`src/rtl/counter_ctrl.sv`:
```
// rtl/counter_ctrl.sv - command FIFO feeding a LOAD/RUN/NOP sequencer that drives a counter's load/enable/data_in
module counter_ctrl #(
  parameter int DEPTH = 4,
  parameter int W     = 8
) (
  input  logic                     clk,
  input  logic                     rst_n,
  input  logic                     cmd_valid,
  output logic                     cmd_ready,
  input  logic [1:0]               cmd_op,
  input  logic [W-1:0]             cmd_arg,
  input  logic                     abort,
  output logic                     load,
  output logic [W-1:0]             data_in,
  output logic                     enable,
  output logic                     busy,
  output logic [$clog2(DEPTH):0]   level
);

  localparam int              AW       = $clog2(DEPTH);
  localparam logic [AW:0]     LVL_FULL = (AW+1)'(DEPTH);
  localparam logic [AW:0]     LVL_ONE  = (AW+1)'(1);
  localparam logic [AW-1:0]   PTR_ONE  = AW'(1);
  localparam logic [W-1:0]    CNT_ONE  = W'(1);
  localparam logic [1:0]      OP_LOAD  = 2'b01;
  localparam logic [1:0]      OP_RUN   = 2'b10;

  typedef enum logic [1:0] {S_IDLE, S_LOAD, S_RUN, S_NOP} state_t;

  logic [W+1:0]  r_mem [DEPTH];
  logic [AW-1:0] r_wr_ptr;
  logic [AW-1:0] r_rd_ptr;
  logic [AW:0]   r_level;

  state_t        r_state;
  state_t        w_state_nxt;
  logic [W-1:0]  r_cnt;
  logic [W-1:0]  w_cnt_nxt;
  logic          r_load;
  logic          r_enable;
  logic [W-1:0]  r_data_in;
  logic          w_load_nxt;
  logic          w_enable_nxt;
  logic [W-1:0]  w_data_nxt;

  logic          w_push;
  logic          w_pop;
  logic          w_last;
  logic [1:0]    w_head_op;
  logic [W-1:0]  w_head_arg;

  assign cmd_ready              = (r_level < LVL_FULL);
  assign w_push                 = cmd_valid && cmd_ready && !abort;
  assign {w_head_op, w_head_arg} = r_mem[r_rd_ptr];

  // IDLE counts as "last cycle" so a waiting command pops without an extra bubble
  assign w_last = (r_state == S_IDLE) || (r_state == S_LOAD) || (r_state == S_NOP) ||
                  ((r_state == S_RUN) && (r_cnt <= CNT_ONE));
  assign w_pop  = w_last && (r_level != '0) && !abort;

  always_ff @(posedge clk) begin
    if (rst_n && w_push) begin
      r_mem[r_wr_ptr] <= {cmd_op, cmd_arg};
    end
  end

  always_ff @(posedge clk) begin
    if (!rst_n) begin
      r_wr_ptr <= '0;
      r_rd_ptr <= '0;
      r_level  <= '0;
    end else if (abort) begin
      r_wr_ptr <= '0;
      r_rd_ptr <= '0;
      r_level  <= '0;
    end else begin
      if (w_push) r_wr_ptr <= r_wr_ptr + PTR_ONE;
      if (w_pop)  r_rd_ptr <= r_rd_ptr + PTR_ONE;
      case ({w_push, w_pop})
        2'b10:   r_level <= r_level + LVL_ONE;
        2'b01:   r_level <= r_level - LVL_ONE;
        default: r_level <= r_level;
      endcase
    end
  end

  always_ff @(posedge clk) begin
    if (!rst_n) begin
      r_state   <= S_IDLE;
      r_cnt     <= '0;
      r_load    <= 1'b0;
      r_enable  <= 1'b0;
      r_data_in <= '0;
    end else begin
      r_state   <= w_state_nxt;
      r_cnt     <= w_cnt_nxt;
      r_load    <= w_load_nxt;
      r_enable  <= w_enable_nxt;
      r_data_in <= w_data_nxt;
    end
  end

  always_comb begin
    w_state_nxt = r_state;
    w_cnt_nxt   = r_cnt;
    if (abort) begin
      w_state_nxt = S_IDLE;
      w_cnt_nxt   = '0;
    end else if (w_pop) begin
      case (w_head_op)
        OP_LOAD: w_state_nxt = S_LOAD;
        OP_RUN: begin
          w_state_nxt = S_RUN;
          w_cnt_nxt   = w_head_arg;
        end
        default: w_state_nxt = S_NOP;
      endcase
    end else if (w_last) begin
      w_state_nxt = S_IDLE;
      w_cnt_nxt   = '0;
    end else if (r_state == S_RUN) begin
      w_cnt_nxt = r_cnt - CNT_ONE;
    end
  end

  // Outputs are computed from the next state so they can be registered with no extra latency
  always_comb begin
    w_load_nxt   = (w_state_nxt == S_LOAD);
    w_enable_nxt = (w_state_nxt == S_RUN) && (w_cnt_nxt != '0);
    w_data_nxt   = r_data_in;
    if (w_pop && (w_head_op == OP_LOAD)) begin
      w_data_nxt = w_head_arg;
    end
  end

  assign load    = r_load;
  assign enable  = r_enable;
  assign data_in = r_data_in;
  assign busy    = (r_state != S_IDLE) || (r_level != '0);
  assign level   = r_level;

endmodule

```
`config.mk`:
```
export PLATFORM = sky130hd
export DESIGN_NAME = counter_ctrl
export DESIGN_NICKNAME = d
export VERILOG_FILES = /design/src/rtl/counter_ctrl.sv
export SDC_FILE = /design/constraint.sdc
export NUM_CORES = 1
export LEC_CHECK = 0
export CAP_MARGIN = 15
export CORE_MARGIN = 2
export CORE_UTILIZATION = 45
export CTS_BUF_LIST = sky130_fd_sc_hd__clkbuf_8
export DETAILED_ROUTE_END_ITERATION = 8
export GPL_TIMING_DRIVEN = 0
export PLACE_DENSITY_LB_ADDON = 0.25
export SYNTH_ARGS = -nofsm -noshare
export SYNTH_HDL_FRONTEND = slang
export SYNTH_SLANG_ARGS = --single-unit
```
`constraint.sdc`:
```
create_clock -name clk -period 2.6 [get_ports clk]
set_clock_uncertainty 0.2 [all_clocks]
set_input_delay 0.52 -clock clk [delete_from_list [all_inputs] [get_ports clk]]
set_output_delay 0.52 -clock clk [all_outputs]
set_load 0.005 [all_outputs]
```
==> impl_summary.txt, run 1 <==
----------------------------------------------------
[Synth]
  Post-Syn Nets ... 244
  Syn Std Cell Area ... 2930 um^2
  Unique masters post-synth ... 43
  Gate count of the mapped netlist ... 222
  Synthesis warning total ... 0
  Flop and latch count out of synthesis ... 69
  Sequential fraction of the synthesis area ... 60.8%
  Mean post-synth cell area ... 13.2 um^2

[Route]
  Vias post-DR ... 1,880
  Total wire length ... 5610 um
  Count of unresolved DRC violations after routing ... 0
  Wire length per cell after detailed routing ... 16.2 um
  First-iteration detailed-routing DRC count ... 123
  Residual antenna-violating net count after detailed routing ... 0
  Routed vias/inst ... 5.43
  Detailed-router iteration count before antenna repair ... 4

[GRT]
  Most crowded layer after global routing ... met2
  First-pass GRT wire length ... 9030 um
  Number of antenna violations at the first check in global routing ... 0
  Grt met1 use ... 21.7%
  Largest net degree at the start of global routing ... 13
  Via count of the first global-routing pass ... 1,850
  Remaining global-route overflow ... 0
  Met2 routing resource usage after global routing ... 26.2%
  Met3 demand-to-capacity share in global routing ... 3.34%
  Total routing usage reported by global routing ... 16.6%

[Floorplan]
  Chip Width ... 84.7 um
  Vertical die dimension ... 84.7 um
  Rows ... 29
  Starting density of the core ... 46.4%
  Boundary Pins ... 29
  Core region area ... 6310 um^2
  Die ar. ... 7170 um^2

[Critical path]
  Required time of the worst setup path ... 1.88 ns
  Kind of start point of the critical path ... flip-flop
  Largest stage delay, worst path ... 0.45 ns
  Endpoint type of the worst setup path ... output port
  Slowest cell on the critical path ... sky130_fd_sc_hd__clkdlybuf4s50_1
  Path depth of the worst reg2reg path ... 12
  Type of the worst setup path ... reg -> out
  Max FO, Critical Path ... 4
  Worst endpoint data arrival time ... 1.83 ns
  Cell-by-cell listing of the critical path ... or3_4 > or3_1 > clkdlybuf4s50_1

[STA]
  Fmax ... 0.392 GHz
  Worst slew slack as a fraction of its limit ... 64.6%
  Share of the clock period used by the worst path ... 98.1%
  Final total negative setup slack ... 0 ns
  Measured slew at the worst slew-check pin ... 0.531 ns
  PnR worst setup slack ... 0.0503 ns
  Final Hold Fails ... 0
  Total setup violations reported at the end of the flow ... 0
  Count of final max-slew check failures ... 0
  Tmin final ... 2.55 ns

[Pwr]
  Static power due to leakage ... 1.28 nW
  Worst vdd ir ... 0.000411 V
  Total power divided by cell area ... 604 nW/um^2

[Clocking]
  CTS H-Tree Depth ... 3
  Clock network latency to the later pin of the worst-skew pair ... 0.34 ns
  Number of buffers created by CTS ... 9
  Number of hold-repair buffers added at the cts stage ... 0
  TritonCTS clock tree ... built
  Clock sink total ... 69
  Clock transition at the registers of the reported paths ... 0.07 ns
  Root buf cell ... sky130_fd_sc_hd__clkbuf_8
  Buffers from clock root to sink, at most ... 2

[Layout]
  Post-Route Utilization ... 58.3%
  Finished Cell Area ... 3680 um^2
  Count of placed standard cells in the final layout, fillers left out ... 346
  Fraction of final layout cells sized beyond drive strength 1 ... 22.3%
  Top library cells by usage in the layout, fill and taps aside ... sky130_fd_sc_hd__edfxtp_1, sky130_fd_sc_hd__clkdlybuf4s50_1, sky130_fd_sc_hd__dfxtp_1
  Synthesis-to-finish area growth ... 25.8%
  Layout Nets ... 286
  Total inserted antenna cells ... 0
  Most common library cell in the layout ignoring fill and taps ... sky130_fd_sc_hd__edfxtp_1

[Place]
  PortBufs ... 28
  Worst setup slack before clock tree synthesis ... -0.532 ns
  # placed instances ... 327
  Final HPWL DP ... 3780 um
  Cell area after placement ... 3320 um^2
  Routability cong. ... 0.880

[Worst hold path]
  Hold Path Stages ... 2
  Path category of the worst min-delay check ... reg -> reg

[Job]
  MaxCap Viol Count ... 0

[Status]
  Status ... completed

----------------------------------------------------
==> stage by stage <==
step	total power [W]	hold WS, ns
finish	0.00223	0.328
CTS	0.00224	0.334
global route	0.00229	0.352
global placement	0.00129	0.303
floorplan	0.00125	0.285
detailed placement	0.00129	0.313
==> worst paths after layout <==
kind         startpoint          to  slack (ns)
min reg2reg  data_in[1]  data_in[1]        0.33
min          data_in[1]  data_in[1]        0.33
max reg2reg    r_cnt[1]    level[2]        0.09
max            level[1]        busy        0.05
==> per-layer routing <==
layer,vias up,part of all wire (%)
li1,911,-
met1,911,45
met2,46,49
met3,12,3.5
met4,0,2.6
met5,-,0
==> critical path: cells and delay by family (launching register included) <==
| family | cells | cell delay (ns) |
|---|---|---|
| simple gates | 2 | 0.71 |
| buf+inv | 1 | 0.45 |
| flops | 1 | 0.33 |
==> Yosys cell counts <==
| cell type | instances | area share [%] |
|---|---|---|
| sky130_fd_sc_hd__nor3_1 | 5 | 0.85 |
| sky130_fd_sc_hd__xnor2_1 | 2 | 0.60 |
| sky130_fd_sc_hd__a21oi_1 | 7 | 1.2 |
| sky130_fd_sc_hd__dfxtp_1 | 29 | 20 |
| sky130_fd_sc_hd__buf_1 | 1 | 0.13 |
| sky130_fd_sc_hd__o211ai_1 | 1 | 0.26 |
| sky130_fd_sc_hd__nand2b_1 | 6 | 1.3 |
| sky130_fd_sc_hd__inv_1 | 12 | 1.5 |
| sky130_fd_sc_hd__xor2_1 | 3 | 0.90 |
| sky130_fd_sc_hd__a311oi_1 | 1 | 0.30 |
| sky130_fd_sc_hd__o21ai_0 | 2 | 0.34 |
| sky130_fd_sc_hd__clkbuf_1 | 6 | 0.77 |
| sky130_fd_sc_hd__a31o_2 | 2 | 0.60 |
| sky130_fd_sc_hd__and4_1 | 1 | 0.30 |
| sky130_fd_sc_hd__a2111oi_0 | 1 | 0.30 |
| sky130_fd_sc_hd__nand2_1 | 6 | 0.77 |
| sky130_fd_sc_hd__a32o_1 | 1 | 0.34 |
| sky130_fd_sc_hd__ha_1 | 7 | 3.0 |
| sky130_fd_sc_hd__edfxtp_1 | 40 | 41 |
| sky130_fd_sc_hd__a21boi_0 | 2 | 0.51 |
| sky130_fd_sc_hd__nor4_1 | 3 | 0.64 |
| sky130_fd_sc_hd__nor2b_1 | 15 | 3.2 |
| sky130_fd_sc_hd__buf_2 | 1 | 0.17 |
| sky130_fd_sc_hd__fa_1 | 1 | 0.68 |
| sky130_fd_sc_hd__buf_6 | 1 | 0.38 |
| sky130_fd_sc_hd__nor3b_1 | 1 | 0.26 |
| sky130_fd_sc_hd__a31o_1 | 1 | 0.30 |
| sky130_fd_sc_hd__a211oi_1 | 1 | 0.26 |
| sky130_fd_sc_hd__or3_1 | 5 | 1.1 |
| sky130_fd_sc_hd__a31oi_1 | 3 | 0.64 |
| sky130_fd_sc_hd__nand3_1 | 1 | 0.17 |
| sky130_fd_sc_hd__a221o_1 | 1 | 0.34 |
| sky130_fd_sc_hd__and3_1 | 5 | 1.1 |
| sky130_fd_sc_hd__nor2_1 | 18 | 2.3 |
| sky130_fd_sc_hd__mux4_2 | 10 | 7.7 |
| sky130_fd_sc_hd__mux2i_1 | 10 | 3.4 |
| sky130_fd_sc_hd__nand4_1 | 3 | 0.64 |
| sky130_fd_sc_hd__nand2b_4 | 1 | 0.47 |
| sky130_fd_sc_hd__or3b_2 | 1 | 0.30 |
| sky130_fd_sc_hd__o31ai_1 | 1 | 0.26 |
| sky130_fd_sc_hd__o22ai_1 | 2 | 0.43 |
| sky130_fd_sc_hd__a22o_1 | 1 | 0.30 |
| sky130_fd_sc_hd__or2_2 | 1 | 0.21 |
==> state kept, by name, indices dropped and copies added (netlist names), named ones only <==
name and flops:
r_state 2, enable 1, r_rd_ptr 2, data_in 8, r_cnt 8, r_wr_ptr 2, load 1, level 3
r_mem 40
==> final cells by class <==
class,instances,area (um^2)
flip-flops and latches,69,1790
clock buffers,9,124
fillers,528,2630
plain buffers,6,41.3
inverters,12,45.0
multi-input cells,132,1170
repair buffers,34,328
clock inverters,7,90.1
well taps,77,96.3
==> power by group <==
group | internal [W] | leakage (nW) | total (W) | switching [W]
sequential | 0.00116 | 0.599 | 0.00117 | 0.00000471
combinational | 0.0000582 | 0.566 | 0.000113 | 0.0000550
clock | 0.000537 | 0.112 | 0.000946 | 0.000409
total | 0.00176 | 1.28 | 0.00223 | 0.000469
==> what timing repair did <==
action,in CTS,in global routing
gates resized for setup,13,19
setup buffers,5,1
pin swaps,3,3
setup endpoints to repair,4,3
==> kinds of logic (layout without fill, tap and decap cells) <==
kind of cell	Yosys count	in the layout	synth area share (%)
AO/OA/AOI/OAI	27	27	6.37
XOR/XNOR	5	5	1.50
adder cells (fa/ha/maj)	8	8	3.67
buffers and inverters	21	68	2.99
flip-flops	69	69	60.8
multiplexers	20	20	11.1
AND/OR/NAND/NOR	72	72	13.5
Note: power is estimated with default switching activity, not from simulation.
==> run 2: changes to the inputs <==
- CORE_UTILIZATION: 45 -> 40
- CTS_CLUSTER_DIAMETER: not set -> 30
- TNS_END_PERCENT: not set -> 50
==> impl_summary.txt, run 2 (synthesis gave the netlist of run 1 again) <==
----------------------------------------------------
[Worst hold path]
  Path category of the worst min-delay check ... reg -> reg

[GRT]
  Remaining global-route overflow ... 0
  Via count of the first global-routing pass ... 1,770
  Largest net degree at the start of global routing ... 13
  Number of antenna violations at the first check in global routing ... 0
  First-pass GRT wire length ... 8850 um
  Total routing usage reported by global routing ... 15.3%

[STA]
  Setup repair after global routing missed its margin ... no
  Share of the clock period used by the worst path ... 97.5%
  Count of final max-slew check failures ... 0
  Final Hold Fails ... 0
  Worst slew slack as a fraction of its limit ... 65.7%
  Fmax ... 0.395 GHz
  Measured slew at the worst slew-check pin ... 0.514 ns
  Total setup violations reported at the end of the flow ... 0
  Final total negative setup slack ... 0 ns
  Tmin final ... 2.53 ns

[Floorplan]
  Chip Width ... 89.6 um
  Boundary Pins ... 29
  Die ar. ... 8020 um^2
  Rows ... 31
  Starting density of the core ... 40.8%
  Vertical die dimension ... 89.6 um
  Core region area ... 7180 um^2

[Critical path]
  Kind of start point of the critical path ... flip-flop
  Max FO, Critical Path ... 10
  Endpoint type of the worst setup path ... flip-flop
  Type of the worst setup path ... reg -> reg
  Required time of the worst setup path ... 2.61 ns
  Largest stage delay, worst path ... 0.58 ns
  Cell-by-cell listing of the critical path ... buf_8 > mux4_2 > nand2b_4 > a31o_1 > a221o_1 > nor4_2 > a31oi_1
  Slowest cell on the critical path ... sky130_fd_sc_hd__mux4_2
  Worst endpoint data arrival time ... 2.54 ns

[Clocking]
  Number of buffers created by CTS ... 9
  Clock transition at the registers of the reported paths ... 0.07 ns
  CTS H-Tree Depth ... 3
  Number of hold-repair buffers added at the cts stage ... 0
  Clock sink total ... 69
  Buffers from clock root to sink, at most ... 2
  Root buf cell ... sky130_fd_sc_hd__clkbuf_8
  Clock network latency to the later pin of the worst-skew pair ... 0.34 ns
  TritonCTS clock tree ... built

[Pwr]
  Static power due to leakage ... 1.26 nW
  Total design power ... 0.00211 W
  Worst vdd ir ... 0.000412 V
  Total power divided by cell area ... 574 nW/um^2

[Layout]
  Most common library cell in the layout ignoring fill and taps ... sky130_fd_sc_hd__edfxtp_1
  Top library cells by usage in the layout, fill and taps aside ... sky130_fd_sc_hd__edfxtp_1, sky130_fd_sc_hd__clkdlybuf4s50_1, sky130_fd_sc_hd__dfxtp_1
  Post-Route Utilization ... 51.2%
  Synthesis-to-finish area growth ... 25.5%
  Max reg flops ... 40
  Layout Nets ... 285
  Register bank with the most flops ... r_mem
  Fraction of final layout cells sized beyond drive strength 1 ... 21.7%
  Total inserted antenna cells ... 0

[Route]
  WL met3 ... 251 um
  Total met2 wirelength after detailed routing ... 2880 um
  Vias post-DR ... 1,858
  Count of unresolved DRC violations after routing ... 0
  Residual antenna-violating net count after detailed routing ... 0
  Wire length per cell after detailed routing ... 15.6 um
  First-iteration detailed-routing DRC count ... 83
  Detailed-router iteration count before antenna repair ... 4
  Total routed wire length on the met1 layer ... 2420 um
  Uppermost layer routed ... met4
  Total wire length ... 5710 um
  Routed vias/inst ... 5.08

[Place]
  Final HPWL DP ... 3780 um
  PortBufs ... 28
  Routability cong. ... 0.864

[Job]
  MaxCap Viol Count ... 0

[Status]
  Status ... completed

----------------------------------------------------
==> run 2: cell types whose count changed in the layout (fill, tap and decap cells not counted), sizes merged <==
cell           change
buf                -1
bufinv             -1
clkdlybuf4s50      -1
clkinvlp           +1
dlygate4sd2        +1
inv                -1
==> run 2: path summary, 6_finish.rpt <==
check                  start          to  slack [ns]  cells past startpoint
hold reg to reg   data_in[2]  data_in[2]        0.32                      2
setup / recovery   flip-flop      enable        0.07                      7
setup reg to reg   flip-flop      enable        0.07                      7
hold / removal    data_in[2]  data_in[2]        0.32                      2
==> run 2: routing by layer <==
metal / up-vias / track usage (%)
met1: 901 / 18.3
met5: - / 0
met3: 14 / 5.30
li1: 898 / -
met2: 45 / 25.0
met4: 0 / 6.92
==> run 2: metrics by stage <==
stage / hold WS, ns / cells / instance area (um^2) / setup WS [ns]
after CTS: 0.328 / 363 / 3580 / 0.00471
after floorplan: 0.285 / 222 / 2940 / 0.0112
after global routing: 0.355 / 366 / 3680 / 0.00315
final: 0.321 / 366 / 3680 / 0.0652
after global placement: 0.297 / 349 / 3340 / -0.486
after detailed placement: 0.309 / 349 / 3340 / -0.548
==> run 2: where the power goes <==
part	leakage, nW	internal [W]	switching [W]	total [W]
clock network	0.0931	0.000437	0.000394	0.000831
registers	0.598	0.00116	0.00000468	0.00117
logic	0.569	0.0000560	0.0000557	0.000112
==> run 2: repair_timing <==
action,4_1_cts,5_1_grt
buffers inserted,2,3
gates resized for setup,13,21
pin swaps,4,4
cloned,0,0
setup endpoints to repair,4,3
==> run 2: worst max-delay path: cells and delay by family, from the launching register on <==
kind,cells,cell delay (ns)
AOI/OAI and AO/OA,3,0.69
buffers and inverters,1,0.17
DFF,1,0.35
muxes,1,0.58
and+or+nand+nor,2,0.41
==> run 2: area by class of cell <==
type                            count  area, um^2
Fill cell                         616        3500
Tap cell                           99         124
Multi-Input combinational cell    132        1170
Sequential cell                    69        1790
Buffer                              6        36.3
Clock buffer                        9         124
Clock inverter                      6        63.8
Inverter                           12        47.5
Timing Repair Buffer               33         319
==> run 3: changes to the inputs <==
- CAP_MARGIN: 15 -> not set
- CORE_UTILIZATION: 40 -> 35
==> impl_summary.txt, run 3 (synthesis gave the netlist of run 1 again) <==
----------------------------------------------------
[Pwr]
  Total power divided by cell area ... 590 nW/um^2
  Worst vdd ir ... 0.000410 V
  Total design power ... 0.00218 W
  Static power due to leakage ... 1.27 nW

[Layout]
  Fraction of final layout cells sized beyond drive strength 1 ... 21.6%
  Top library cells by usage in the layout, fill and taps aside ... sky130_fd_sc_hd__edfxtp_1, sky130_fd_sc_hd__clkdlybuf4s50_1, sky130_fd_sc_hd__dfxtp_1
  Total inserted antenna cells ... 0
  Filler Cells Inserted ... 748
  Count of placed standard cells in the final layout, fillers left out ... 374
  Register bank with the most flops ... r_mem
  Layout Nets ... 286
  Max reg flops ... 40
  Synthesis-to-finish area growth ... 26.0%
  Multi-input combinational cell area ... 1150 um^2
  Combined flip-flop and latch cell area ... 1790 um^2
  Most common library cell in the layout ignoring fill and taps ... sky130_fd_sc_hd__edfxtp_1

[Place]
  # placed instances ... 355
  PortBufs ... 28
  Routability cong. ... 0.875
  Final HPWL DP ... 4200 um

[Clocking]
  Clock network latency to the later pin of the worst-skew pair ... 0.35 ns
  TritonCTS clock tree ... built
  CTS H-Tree Depth ... 3
  Clock sink total ... 69
  Number of buffers created by CTS ... 9
  Number of hold-repair buffers added at the cts stage ... 0
  Clock transition at the registers of the reported paths ... 0.08 ns
  Buffers from clock root to sink, at most ... 2
  Root buf cell ... sky130_fd_sc_hd__clkbuf_8

[Critical path]
  Slowest cell on the critical path ... sky130_fd_sc_hd__mux4_2
  Endpoint type of the worst setup path ... flip-flop
  Max FO, Critical Path ... 6
  Largest stage delay, worst path ... 0.55 ns
  Type of the worst setup path ... reg -> reg
  Worst endpoint data arrival time ... 2.55 ns
  Cell-by-cell listing of the critical path ... buf_8 > mux4_2 > nand2b_4 > a31o_1 > a221o_1 > nor4_2 > a31oi_1
  Required time of the worst setup path ... 2.62 ns
  Kind of start point of the critical path ... flip-flop
  Setup slack of the most critical reg-to-reg path ... 0.07 ns

[Floorplan]
  Rows ... 33
  Core region area ... 8180 um^2
  Boundary Pins ... 29
  Vertical die dimension ... 95.5 um
  Die ar. ... 9120 um^2
  Chip Width ... 95.5 um
  Starting density of the core ... 35.8%

[STA]
  Worst slew slack as a fraction of its limit ... 65.3%
  Hold Worst Slack ... 0.322 ns
  Share of the clock period used by the worst path ... 97.3%
  Count of final max-slew check failures ... 0
  Fmax ... 0.395 GHz
  Measured slew at the worst slew-check pin ... 0.521 ns
  Tmin final ... 2.53 ns
  Total setup violations reported at the end of the flow ... 0
  Final Hold Fails ... 0

[Status]
  Status ... completed

[Route]
  Detailed-router iteration count before antenna repair ... 4
  Residual antenna-violating net count after detailed routing ... 0
  Wire length per cell after detailed routing ... 16.3 um
  Total wire length ... 6110 um
  Count of unresolved DRC violations after routing ... 0
  Routed vias/inst ... 5.00
  First-iteration detailed-routing DRC count ... 106
  Vias post-DR ... 1,869

[GRT]
  Total routing usage reported by global routing ... 14.7%
  Remaining global-route overflow ... 0
  Via count of the first global-routing pass ... 1,902
  Number of antenna violations at the first check in global routing ... 0
  Largest net degree at the start of global routing ... 14
  First-pass GRT wire length ... 9740 um

[Worst hold path]
  Path category of the worst min-delay check ... reg -> reg

[Job]
  MaxCap Viol Count ... 0

----------------------------------------------------
[run 3: cell types whose count changed in the layout (fill, tap and decap cells not counted), sizes merged]
| cell | before | now |
|---|---|---|
| clkbuf | 12 | 13 |
| buf | 8 | 9 |
[run 3: timing repair]
action,CTS,global route
hold endpoints to repair,0,0
pin swaps,2,3
setup buffers,4,2
resized for setup,15,14
endpoints found under the setup margin,47,5
[run 3: through the flow]
| step | area, um^2 | setup slack (ns) | util, % | TNS (ns) |
|---|---|---|---|---|
| 5_1_grt | 3690 | -0.00233 | 45.1 | -0.00233 |
| 3_3_place_gp | 3350 | -0.576 | 41.0 | -17.11 |
| 2_1_floorplan | 2940 | 0.0112 | - | 0 |
| 3_5_place_dp | 3350 | -0.600 | 41.0 | -18.34 |
| 4_1_cts | 3630 | 0.00427 | 44.4 | 0 |
| 6_report | 3690 | 0.0705 | 45.1 | 0 |
[run 3: worst paths after layout]
check | from | end | cells past startpoint
setup / recovery | flip-flop | enable | 7
hold / removal | data_in[6] | data_in[6] | 2
setup reg to reg | flip-flop | enable | 7
hold reg to reg | data_in[6] | data_in[6] | 2
[run 3: metal layers]
layer  routed length, um  GRT usage, %  share of wire [%]  up-vias
met2                3090          24.3                 51       52
met4                  93          5.48                1.5        0
met1                2650          18.2                 43      899
li1                    -             -                  -      908
met5                   0             0                  0        -
met3                 270          4.27                4.4       10
[run 3: final cells by class]
cell class	count	share of cell area [%]
timing repair buffer	34	8.85
tap	105	3.56
buffer	6	0.983
multi-input combinational	132	31.2
clock inverter	6	1.93
inverter	12	1.29
sequential	69	48.5
clock buffer	10	3.73
[run 3: where the power goes]
| group | total [W] | internal, W | switching, W | leakage (nW) |
|---|---|---|---|---|
| combinational | 0.000113 | 0.0000559 | 0.0000568 | 0.570 |
| clock | 0.000899 | 0.000477 | 0.000422 | 0.104 |
| sequential | 0.00117 | 0.00116 | 0.00000485 | 0.598 |
[run 3: critical path: cells and delay by family (launching register included)]
family	cells	cell delay (ns)
buf+inv	1	0.12
flops	1	0.35
mux	1	0.55
compound gates	3	0.67
simple gates	2	0.52
==> patch, RTL diff (flow settings as in run 1) <==
Re-encode `state_t` (4 states) as one-hot, 4 bits wide.
--- a/src/rtl/counter_ctrl.sv
+++ b/src/rtl/counter_ctrl.sv
@@ -25,7 +25,7 @@
   localparam logic [1:0]      OP_LOAD  = 2'b01;
   localparam logic [1:0]      OP_RUN   = 2'b10;
 
-  typedef enum logic [1:0] {S_IDLE, S_LOAD, S_RUN, S_NOP} state_t;
+  typedef enum logic [3:0] {S_IDLE = 4'b0001, S_LOAD = 4'b0010, S_RUN = 4'b0100, S_NOP = 4'b1000} state_t;
 
   logic [W+1:0]  r_mem [DEPTH];
   logic [AW-1:0] r_wr_ptr;
Behaviour: no difference found for any inputs over 10 cycles, from zero or initial values and one cycle with rst_n low; not proved beyond that.
==> patch against run 1 <==
- the run now ends with negative setup slack left
- count of clock-buffer cells in the layout stayed put
- synthesized area rose by 7.9%
- first-iteration DRC count shrank 6.5%
- design area rose by 8.1%
- total power rose by 0.64%
- routed wire length is 16% higher
- sequential cell count rose by 2
- via count increased by 14%
- worst hold slack got worse by 0.073 ns
- setup slack lost 0.58 ns
- final cell count rose by 19%
- clock power is 4.1% lower
- critical endpoint is now level[2]$_SDFFE_PP0P_
- largest cell class unchanged
==> patch: results (changes against run 1) <==
\begin{tabular}{lr}
\hline
Metric & Value \\
\hline
\multicolumn{2}{l}{\textbf{Setup path}} \\
Data arrival time of the worst path & 3.21 ns (+1.38 ns) \\
Crit path largest cell delay & 0.56 ns (+0.11 ns) \\
Path depth of the worst reg2reg path & 14 (+2) \\
Reg-to-Reg Start & r\_state[0]\$\_SDFF\_PN1\_ \\
Crit path to & level[2]\$\_SDFFE\_PP0P\_ \\
Category of the critical setup timing path & register to register \\
Standard cell with the maximum stage delay on the critical path & sky130\_fd\_sc\_hd\_\_or4b\_4 \\
\multicolumn{2}{l}{\textbf{Layout}} \\
Number of multi-input combinational cells in the layout & 161 (+22\%) \\
Post-layout nets & 337 (+18\%) \\
Number of sequential cells in the layout & 71 (+2.9\%) \\
Share of post-route cells with drive strength above 1 & 23.66\% (+1.4 points) \\
Total area of multi-input combinational cells & 0.001276 mm\^{}2 (+9.3\%) \\
Non-clock buffer count in the final layout & 53 (+33\%) \\
Final standard cell count with taps included and fillers excluded & 413 (+19\%) \\
Inverters, non-clock & 16 (+4) \\
Fill cells & 549 (+4.0\%) \\
\multicolumn{2}{l}{\textbf{Floorplanning}} \\
Horizontal die dimension & 87.79 um (+3.7\%) \\
\multicolumn{2}{l}{\textbf{Place}} \\
RePlAce Congestion & 0.8648 (-1.7\%) \\
Number of placed cells counting well taps & 381 (+17\%) \\
Count of input and output buffers & 27 (-3.6\%) \\
Placed standard-cell area & 0.003590 mm\^{}2 (+8.2\%) \\
\multicolumn{2}{l}{\textbf{Timing}} \\
Relative slew slack & 57.42\% (-7.2 points) \\
Final setup vio count & 3 (+3) \\
Setup slack after layout & -0.5279 ns (-0.5783 ns) \\
Final TNS setup & -1.101 ns (-1.101 ns) \\
Tightest hold margin & 0.2544 ns (-0.07333 ns) \\
\multicolumn{2}{l}{\textbf{Route}} \\
Violation count after the first detailed-routing iteration & 115 (-6.5\%) \\
Via count & 2151 (+14\%) \\
\multicolumn{2}{l}{\textbf{Min path}} \\
Hold Path Sink & data\_in[6]\$\_SDFFE\_PN0P\_ \\
Startpoint of the most critical hold path & data\_in[6]\$\_SDFFE\_PN0P\_ \\
\multicolumn{2}{l}{\textbf{Status}} \\
Result of the run & complete, but fails checks \\
Violations in the final reports & negative setup slack \\
\multicolumn{2}{l}{\textbf{Power and ir drop}} \\
Worst-case vdd ir drop & 414.8 uV (+0.82\%) \\
Switching share of power & 23.56\% (+2.5 points) \\
Static leakage & 0.001365 uW (+6.9\%) \\
\multicolumn{2}{l}{\textbf{Logic synthesis}} \\
Cell types with the highest counts after synthesis & 40 x sky130\_fd\_sc\_hd\_\_edfxtp\_1, 31 x sky130\_fd\_sc\_hd\_\_dfxtp\_1, 28 x sky130\_fd\_sc\_hd\_\_nor2\_1 \\
Cells after Synth & 258 (+16\%) \\
Post-synthesis cell type count & 50 (+16\%) \\
\multicolumn{2}{l}{\textbf{Global route}} \\
Maximum number of pins on one net before global-route repair & 15 (+2) \\
All-layer global routing usage & 18.35\% (+1.8 points) \\
\hline
\end{tabular}
==> patch: kinds of logic (layout without fill, tap and decap cells) <==
logic type	count (synthesis)	count (layout)	share of synthesized area [%]
adder cells (fa/ha/maj)	11	11	4.594
buffers and inverters	26	85	4.238
AND/OR/NAND/NOR	94	94	16.16
multiplexers	11	11	7.446
AO/OA/AOI/OAI	39	39	8.238
XOR/XNOR	6	6	1.663
flip-flops	71	71	57.66
==> patch: routing by layer <==
layer	global-route usage [%]	part of all wire, %	vias to the layer above
li1	-	-	1050
met1	23.21	46	1051
met2	29.75	50	35
met3	3.299	2.2	15
met4	10.49	2.1	0
met5	0	0	-
==> patch: what timing repair did <==
item	in CTS	in global routing
setup endpoints to repair	19	60
pin swaps	3	6
resized for setup	9	14
buffers inserted	11	7
==> patch: power by group through the flow <==
stage	clock, uW	combinational [uW]	sequential, uW
after floorplan	0	69.8	1220
after global placement	0	119	1220
after detailed placement	0	121	1220
after CTS	924	130	1200
after global routing	978	149	1200
final	907	137	1200
